[config.mk]
export PLATFORM = sky130hd
export DESIGN_NAME = rr_arbiter
export DESIGN_NICKNAME = d
export VERILOG_FILES = /design/src/rtl/rr_arbiter.sv
export SDC_FILE = /design/constraint.sdc
export NUM_CORES = 1
export LEC_CHECK = 0
export CORE_ASPECT_RATIO = 0.9
export CORE_MARGIN = 2
export CORE_UTILIZATION = 36
export CTS_CLUSTER_SIZE = 8
export DETAILED_ROUTE_END_ITERATION = 8
export HOLD_SLACK_MARGIN = 0.02
export PLACE_DENSITY = 0.63
export SYNTH_ARGS = -nofsm -noshare
export SYNTH_HDL_FRONTEND = slang
export SYNTH_SLANG_ARGS = --single-unit
[constraint.sdc]
create_clock -name clk -period 1.5 [get_ports clk]
set_clock_uncertainty 0.05 [all_clocks]
set_input_delay 0.3 -clock clk [delete_from_list [all_inputs] [get_ports clk]]
set_output_delay 0.3 -clock clk [all_outputs]
set_load 0.05 [all_outputs]
[src/rtl/rr_arbiter.sv]
// rr_arbiter: N-way arbiter with fixed-priority or round-robin selection,
// registered one-hot grant plus binary index, and an optional hold limit
// that forces the owner off the bus after MAX_HOLD consecutive cycles.
// An owner always sits out one IDLE cycle before anyone is granted again.

// Checker: structural properties of the grant outputs.
module rr_arbiter_chk #(
  parameter int N = 4,
  parameter int W = 2
) (
  input logic         clk,
  input logic         rst,
  input logic [N-1:0] gnt,
  input logic [W-1:0] gnt_idx,
  input logic         gnt_valid,
  input logic         expired
);

  // At most one requester is ever granted.
  a_onehot: assert property (@(posedge clk) disable iff (rst) $onehot0(gnt));

  // While a grant is held, the one-hot vector and the index agree.
  a_match: assert property (@(posedge clk) disable iff (rst)
    gnt_valid |-> (gnt == (N'(1) << gnt_idx)));

  // With no grant held, the grant vector and the index both read zero.
  a_idle: assert property (@(posedge clk) disable iff (rst)
    !gnt_valid |-> ((gnt == '0) && (gnt_idx == '0)));

  // The expiry pulse only shows up in the idle cycle after a forced release.
  a_exp: assert property (@(posedge clk) disable iff (rst)
    expired |-> !gnt_valid);

endmodule

module rr_arbiter #(
  parameter int  N        = 4,
  parameter int  MODE     = 1,
  parameter int  MAX_HOLD = 8,
  localparam int W        = (N > 1) ? $clog2(N) : 1
) (
  input  logic         clk,
  input  logic         rst,
  input  logic [N-1:0] req,
  input  logic         done,
  output logic [N-1:0] gnt,
  output logic [W-1:0] gnt_idx,
  output logic         gnt_valid,
  output logic         expired
);

  // Hold counter only needs to reach MAX_HOLD-1.
  localparam int              HW        = (MAX_HOLD > 2) ? $clog2(MAX_HOLD) : 1;
  localparam logic [HW-1:0]   HOLD_LAST = (MAX_HOLD == 0) ? '0 : HW'(MAX_HOLD - 1);
  localparam logic            LIM_EN    = (MAX_HOLD != 0);
  localparam logic [W-1:0]    LAST_IDX  = W'(N - 1);

  typedef enum logic {
    S_IDLE  = 1'b0,
    S_GRANT = 1'b1
  } state_t;

  state_t          r_state;
  state_t          w_next_state;

  logic [N-1:0]    r_gnt;
  logic [W-1:0]    r_gnt_idx;
  logic            r_gnt_valid;
  logic            r_expired;
  logic [W-1:0]    r_ptr;
  logic [HW-1:0]   r_hold_cnt;

  logic [N-1:0]    w_next_gnt;
  logic [W-1:0]    w_next_gnt_idx;
  logic            w_next_gnt_valid;
  logic            w_next_expired;
  logic [W-1:0]    w_next_ptr;
  logic [HW-1:0]   w_next_hold_cnt;

  logic [W-1:0]    w_winner;
  logic [W-1:0]    w_hi_idx;
  logic            w_hi_found;
  logic [W-1:0]    w_lo_idx;
  logic            w_rel_done;
  logic            w_rel_drop;
  logic            w_rel_lim;
  logic            w_release;

  // One-hot decode of a binary owner index.
  function automatic logic [N-1:0] f_onehot(input logic [W-1:0] idx);
    logic [N-1:0] v;
    v      = '0;
    v[idx] = 1'b1;
    return v;
  endfunction

  // Winner selection: highest index in fixed mode; in round-robin mode the
  // lowest set bit at or above ptr, else the lowest set bit overall (wrap).
  always_comb begin
    w_winner   = '0;
    w_hi_idx   = '0;
    w_hi_found = 1'b0;
    w_lo_idx   = '0;
    if (MODE == 0) begin
      for (int i = 0; i < N; i++) begin
        w_winner = req[i] ? W'(i) : w_winner;
      end
    end else begin
      // Descending scans so the last hit is the lowest qualifying index.
      for (int i = N - 1; i >= 0; i--) begin
        w_hi_idx   = (req[i] && (W'(i) >= r_ptr)) ? W'(i) : w_hi_idx;
        w_hi_found = (req[i] && (W'(i) >= r_ptr)) ? 1'b1  : w_hi_found;
        w_lo_idx   = req[i] ? W'(i) : w_lo_idx;
      end
      w_winner = w_hi_found ? w_hi_idx : w_lo_idx;
    end
  end

  // Release conditions while an owner holds the grant.
  always_comb begin
    w_rel_done = done;
    w_rel_drop = ~req[r_gnt_idx];
    w_rel_lim  = LIM_EN && (r_hold_cnt == HOLD_LAST);
    w_release  = w_rel_done | w_rel_drop | w_rel_lim;
  end

  // Next-state and next-output logic for the IDLE/GRANT machine.
  always_comb begin
    w_next_state     = r_state;
    w_next_gnt       = r_gnt;
    w_next_gnt_idx   = r_gnt_idx;
    w_next_gnt_valid = r_gnt_valid;
    w_next_expired   = 1'b0;
    w_next_ptr       = r_ptr;
    w_next_hold_cnt  = r_hold_cnt;
    case (r_state)
      S_IDLE: begin
        if (req != '0) begin
          w_next_state     = S_GRANT;
          w_next_gnt       = f_onehot(w_winner);
          w_next_gnt_idx   = w_winner;
          w_next_gnt_valid = 1'b1;
          w_next_hold_cnt  = '0;
        end else begin
          w_next_state     = S_IDLE;
          w_next_gnt       = '0;
          w_next_gnt_idx   = '0;
          w_next_gnt_valid = 1'b0;
          w_next_hold_cnt  = '0;
        end
      end
      S_GRANT: begin
        if (w_release) begin
          w_next_state     = S_IDLE;
          w_next_gnt       = '0;
          w_next_gnt_idx   = '0;
          w_next_gnt_valid = 1'b0;
          w_next_hold_cnt  = '0;
          w_next_ptr       = (r_gnt_idx == LAST_IDX) ? '0 : (r_gnt_idx + W'(1));
          // Expiry is reported only when the limit alone forced the release.
          w_next_expired   = w_rel_lim & ~w_rel_done & ~w_rel_drop;
        end else begin
          w_next_hold_cnt  = r_hold_cnt + HW'(1);
        end
      end
      default: begin
        w_next_state     = S_IDLE;
        w_next_gnt       = '0;
        w_next_gnt_idx   = '0;
        w_next_gnt_valid = 1'b0;
        w_next_hold_cnt  = '0;
        w_next_ptr       = '0;
      end
    endcase
  end

  // FSM state register.
  always_ff @(posedge clk) begin
    if (rst) begin
      r_state <= S_IDLE;
    end else begin
      r_state <= w_next_state;
    end
  end

  // Registered grant outputs, rotation pointer and hold counter.
  always_ff @(posedge clk) begin
    if (rst) begin
      r_gnt       <= '0;
      r_gnt_idx   <= '0;
      r_gnt_valid <= 1'b0;
      r_expired   <= 1'b0;
      r_ptr       <= '0;
      r_hold_cnt  <= '0;
    end else begin
      r_gnt       <= w_next_gnt;
      r_gnt_idx   <= w_next_gnt_idx;
      r_gnt_valid <= w_next_gnt_valid;
      r_expired   <= w_next_expired;
      r_ptr       <= w_next_ptr;
      r_hold_cnt  <= w_next_hold_cnt;
    end
  end

  assign gnt       = r_gnt;
  assign gnt_idx   = r_gnt_idx;
  assign gnt_valid = r_gnt_valid;
  assign expired   = r_expired;

  rr_arbiter_chk #(.N(N), .W(W)) u_chk (
    .clk       (clk),
    .rst       (rst),
    .gnt       (r_gnt),
    .gnt_idx   (r_gnt_idx),
    .gnt_valid (r_gnt_valid),
    .expired   (r_expired)
  );

endmodule

Yosys cells after proc, flatten, opt, wreduce, memory -nomap -nowiden
Cells that the tools add are included.
{ "word_totals": {"reg_bits": 14, "input_bits": 7, "output_inout_bits": 8, "wordCells": 66} }
{ "op_classes": {"addsub": 2, "n_lt_le_gt_ge": 7, "n_eq_ne": 3, "mux": 31, "bitwise": 8, "reduce_logical": 8} }
{ "ops": {"columns": ["cell", "n"], "rows": [
  ["two-way mux 2 bit", 12],
  ["two-way mux 1 bit", 9],
  ["two-way mux 4 bit", 2],
  ["case mux 4 bit (2 select lines)", 1],
  ["less-than comparator 2 x 3 -> 1 bit, second input constant", 2],
  ["case mux 3 bit (2 select lines)", 1],
  ["logical AND 1 bit", 5],
  [">= comparator 1 x 2 -> 1 bit, first input constant", 2],
  [">= comparator 2 bit, first input constant", 2],
  ["NOT 1 bit", 4],
  ["case mux 1 bit (2 select lines)", 2],
  ["case mux 2 bit (2 select lines)", 1],
  ["nonzero test 4 bit", 1],
  ["adder 3 x 1 -> 3 bit, second input constant", 1],
  ["equality test 3 bit, second input constant", 1],
  ["two-way mux 3 bit", 1],
  ["OR reduction 3 bit", 1],
  ["adder 2 x 1 -> 2 bit, second input constant", 1],
  ["bitwise AND 1 bit", 2],
  ["binary-select mux 1 bit (select 2 bit)", 1],
  ["demux 1 bit (select 2 bit)", 1],
  ["equality test 2 bit, second input constant", 1],
  [">= comparator 2 x 1 -> 1 bit, second input constant", 1],
  ["inequality test 2 x 1 -> 1 bit, second input constant", 1],
  ["2 further kinds", 3]
]} }

Longest topological paths before layout
Gate-level depths: netlist of the first run.
{ "depth": {"depth_word": 13, "ltp_mapped": 6, "ltp_nobuf": 6} }

Worst setup path after synthesis of the first run
No wires, ideal clock.
{ "synth_path": {"path_type": "register to register", "start": "register r_gnt_idx[1], in the netlist gnt_idx[1]", "end": "register r_ptr[0]", "setup_time_ns": 0.114, "t_arrival_ns": 1.682, "required_time_ns": 1.336, "slack_ns": -0.346, "stages_incl_launch_ff": 5, "path_buffers": 0, "synth_period_minus_slack_ns": 1.846, "path_cell_list": "dfxtp_1 > mux4_2 > a21boi_2 > mux2i_1 > nor2_1"} }
{ "synth_between": {"elab_chain_cells": 6, "word_cells_on_any_way": 8, "classes_between": "eq/ne: 1; mux: 3; bitwise: 3; reduce/logical: 1"} }
{ "synth_lines": {"columns": ["element", "line_no", "source"], "rows": [
  ["start: declaration", "67", "logic [W-1:0] r_gnt_idx;"],
  ["start signal: assignment", "197", "r_gnt_idx <= w_next_gnt_idx;"],
  ["binary-select mux 1 bit (select 2 bit)", "122", "w_rel_drop = ~req[r_gnt_idx];"],
  ["two-way mux 1 bit (implied by the code)", "122", null],
  ["NOT 1 bit", "122", null],
  ["OR 1 bit (2 in a row)", "124", "w_release = w_rel_done | w_rel_drop | w_rel_lim;"],
  ["AND reduction 2 bit (no source line)", null, null],
  ["end signal: assignment", "200", "r_ptr <= w_next_ptr;"],
  ["end: declaration", "70", "logic [W-1:0] r_ptr;"]
]} }
Several ways; a longest one is shown, not always the timed one. The select of a mux whose other input is x is not followed.
A chain may end at the register's enable or synchronous reset.

Worst setup path in the final report of the first run
{ "layout_path": {"start": "register r_gnt_idx[1], in the netlist gnt_idx[1]", "end": "register r_gnt[0], in the netlist gnt[0]"} }
{ "layout_between": {"elab_chain_cells": 6} }
{ "layout_lines": {"columns": ["element", "line_no", "source"], "rows": [
  ["binary-select mux 1 bit (select 2 bit)", "122", null],
  ["two-way mux 1 bit (implied by the code)", "122", null],
  ["NOT 1 bit", "122", null],
  ["OR 1 bit (2 in a row)", "124", null],
  ["inequality test 2 x 1 -> 1 bit (no source line)", null, null],
  ["end signal: assignment", "196", "r_gnt <= w_next_gnt;"],
  ["end: declaration", "66", "logic [N-1:0] r_gnt;"]
]} }
Every way passes these cells. The select of a mux whose other input is x is not followed.

==> qor.yml, run 1 <==
critical_path:
  slowest_delay_ns: 0.55
  slowest_stage: "mux4_2"
  arrival_ns: 1.70
  cp_cell_sequence: "mux4_2 > nand2_4 > nor4_4 > buf_4 > a32o_1"
  worstSetupEndpointType: "flop"
  worst-path-max-fanout: 8
  path_class: "flop to flop"
  r2r_setup_slack_ns: -0.09
  start_kind: "flop"
  crit_required_ns: 1.62
synth:
  synthAdderAreaFrac: 0.0599
  syn_area_per_cell_sq_um: 9.79
  syn_inst: 64
  muxShareOfSynthArea: 0.0679
  yosys.area.top_type: "dfxtp_1"
  syn-cell-area_sq_um: 627
  syn_nets: 74
  post-synth-top-count-cell: "dfxtp_1"
  synth-simple-area-share: 0.232
  synth-compound-area-share: 0.170
  async_reset_ff_frac: 0
  synth_top_area_frac: 0.447
  ys.warnings.count: 0
  synth-edff-count: 0
  yosysSeqAreaShare: 0.447
  synth.top_cells.by_area: "dfxtp_1 45%, ha_1 6.0%, mux4_2 3.6%"
  synthFlopType: "dfxtp_1"
  ys_types: 27
  synthTopCellsByCount: "14 x dfxtp_1, 6 x nand2_1, 4 x inv_1, 4 x nor2_1"
  ys_ff_latch: 14
  synth-xor-area-share: 0
  synth_top_family_by_area: "simple AND/OR/NAND/NOR gates"
timing:
  slew_headroom: 0.761
  max_freq_ghz: 0.631
  rsz0062_at_grt: "true"
  hold_viol: 0
  final.min_clock_period_ns: 1.59
  worst-slew-pin-transition_ns: 0.356
  slew_violations: 0
  setup_ws_ns: -0.0851
  period_share: 1.06
  setup_viol: 11
routing:
  vias_per_cell: 4.69
  drt_wl_total_microns: 1470
  dr_total_vias: 553
  ant_nets: 0
  wl_per_cell_microns: 12.4
  drc: 0
  drtIter0Drc: 17
  dr.pass1.iters: 4
place:
  dpl.cell_count: 112
  io_buffers: 14
  gp_congestion: 0.728
  hpwl_microns: 1110
grt:
  grt_pass1_wl_microns: 2480
  grt_max_degree: 9
  overflow: 0
  grt.total_usage: 0.169
  antenna_found_initial: 0
  first_global_vias: 580
hold_path:
  hp-class: "flop to flop"
die:
  die_w_microns: 48.0
  die-area_sq_um: 2090
  core_sq_um: 1650
  placementRows: 14
  start_util: 0.381
  io_pins: 15
  die_y_microns: 43.6
cells_and_area:
  layout.nets: 105
  final_cells: 118
  fill_cells: 158
  multi_input_area_sq_um: 357
  n_antenna_cell: 0
  post-route-util: 0.625
  drive_gt1_frac: 0.404
  final-seq-area_sq_um: 287
  area_growth_pct: 64.3
status:
  violations: "negative setup slack"
  outcome: "complete, but fails checks"
cts:
  clk_latency_ns: 0.27
  h-tree-depth: 1
  cts_root_buf: "clkbuf_4"
  cts_buffer_depth: 2
  cts_tree: "built"
  cts_buffers: 3
  cts.sinks: 14
  clkTransAtPathRegs_ns: 0.09
pwr:
  vdd_drop_max_mv: 0.708
  power_density_nw_per_um2: 910
  p_leak_nw: 0.441
job:
  cap_violations: 0
[worst paths after layout]
path / startpoint / end / depth (start not counted)
setup reg to reg: gnt_idx[1] / gnt[0] / 5
hold / removal: gnt_valid / gnt_valid / 2
hold reg to reg: gnt_valid / gnt_valid / 2
setup / recovery: gnt_idx[1] / gnt[0] / 5
[registers in the layout, summed over array words and instances, names as in the netlist]
name,count
r_ptr,2
gnt_valid,1
gnt,4
expired,1
r_hold_cnt,3
gnt_idx,2
r_state,1
[layer usage]
metal  GRT usage  part of all wire  wire length (microns)
met1       0.227              0.47                    695
met4      0.0811             0.010                     15
met3      0.0417             0.021                     31
met2       0.251              0.49                    723
met5           0                 0                      0
[power breakdown]
part | switching, mW | internal [mW] | leakage, nW
Combinational | 0.123 | 0.123 | 0.304
Sequential | 0.0275 | 0.394 | 0.116
Clock | 0.122 | 0.147 | 0.0210
[worst max-delay path, delay by kind of cell (launching register included)]
family / cells / cell delay [ns]
mux: 1 / 0.55
compound gates: 1 / 0.20
flops: 1 / 0.36
simple gates: 2 / 0.16
buf+inv: 1 / 0.16
[layout make-up]
type	instances	share of cell area
inverter	4	0.0146
tap	24	0.0292
timing repair buffer	26	0.296
multi-input combinational	46	0.346
clock buffer	4	0.0352
sequential	14	0.278
[metrics by stage]
step | power [mW] | TNS (ns) | instance area (sq um) | worst slack, ns | hold WS, ns
after floorplan | 0.536 | -0.169 | 632 | -0.0629 | 0.319
after global placement | 0.660 | -4.89 | 957 | -0.404 | 0.420
after detailed placement | 0.666 | -5.30 | 957 | -0.448 | 0.425
after CTS | 0.946 | -0.280 | 1020 | -0.0892 | 0.440
after global routing | 0.983 | -1.07 | 1030 | -0.126 | 0.473
final | 0.937 | -0.283 | 1030 | -0.0851 | 0.446
[cells by family (layout without fill, tap and decap cells)]
kind of cell	after synthesis	count (layout)
buf+inv	4	34
compound gates	15	15
flops	14	14
simple gates	25	25
fa+ha+maj	3	3
mux	3	3
[placed cells by master (no fill, tap or decap), drive strengths merged, types with 3 or more instances in the layout]
| cell | Yosys | layout |
|---|---|---|
| a21oi | 4 | 4 |
| buf | 0 | 20 |
| clkbuf | 0 | 4 |
| dfxtp | 14 | 14 |
| dlygate4sd2 | 0 | 4 |
| ha | 3 | 3 |
| inv | 4 | 4 |
| nand2 | 7 | 7 |
| nor2 | 4 | 4 |
| nor2b | 3 | 3 |
| nor3 | 3 | 3 |
| o21ai | 3 | 3 |
[repair_timing]
item,in CTS,in global routing
pin swaps,2,0
hold endpoints to repair,0,0
endpoints found under the setup margin,13,13
buffers inserted,2,0
resized for setup,10,4
hold buffers,0,0
No activity file was read; power rests on OpenSTA's default activity.
==> inputs of run 2 (changes only) <==
--- a/config.mk
+++ b/config.mk
@@ -5,6 +5,7 @@
 export SDC_FILE = /design/constraint.sdc
 export NUM_CORES = 1
 export LEC_CHECK = 0
+export CAP_MARGIN = 0
 export CORE_ASPECT_RATIO = 0.9
 export CORE_MARGIN = 2
 export CORE_UTILIZATION = 36
==> results of run 2 <==
The final DEF is identical to that of run 1; final timing and power are the same.
==> inputs of run 3 (changes only) <==
--- a/config.mk
+++ b/config.mk
@@ -5,7 +5,7 @@
 export SDC_FILE = /design/constraint.sdc
 export NUM_CORES = 1
 export LEC_CHECK = 0
-export CAP_MARGIN = 0
+export CAP_MARGIN = 20
 export CORE_ASPECT_RATIO = 0.9
 export CORE_MARGIN = 2
 export CORE_UTILIZATION = 36
==> results of run 3 <==
The final DEF is identical to that of run 1; final timing and power are the same.
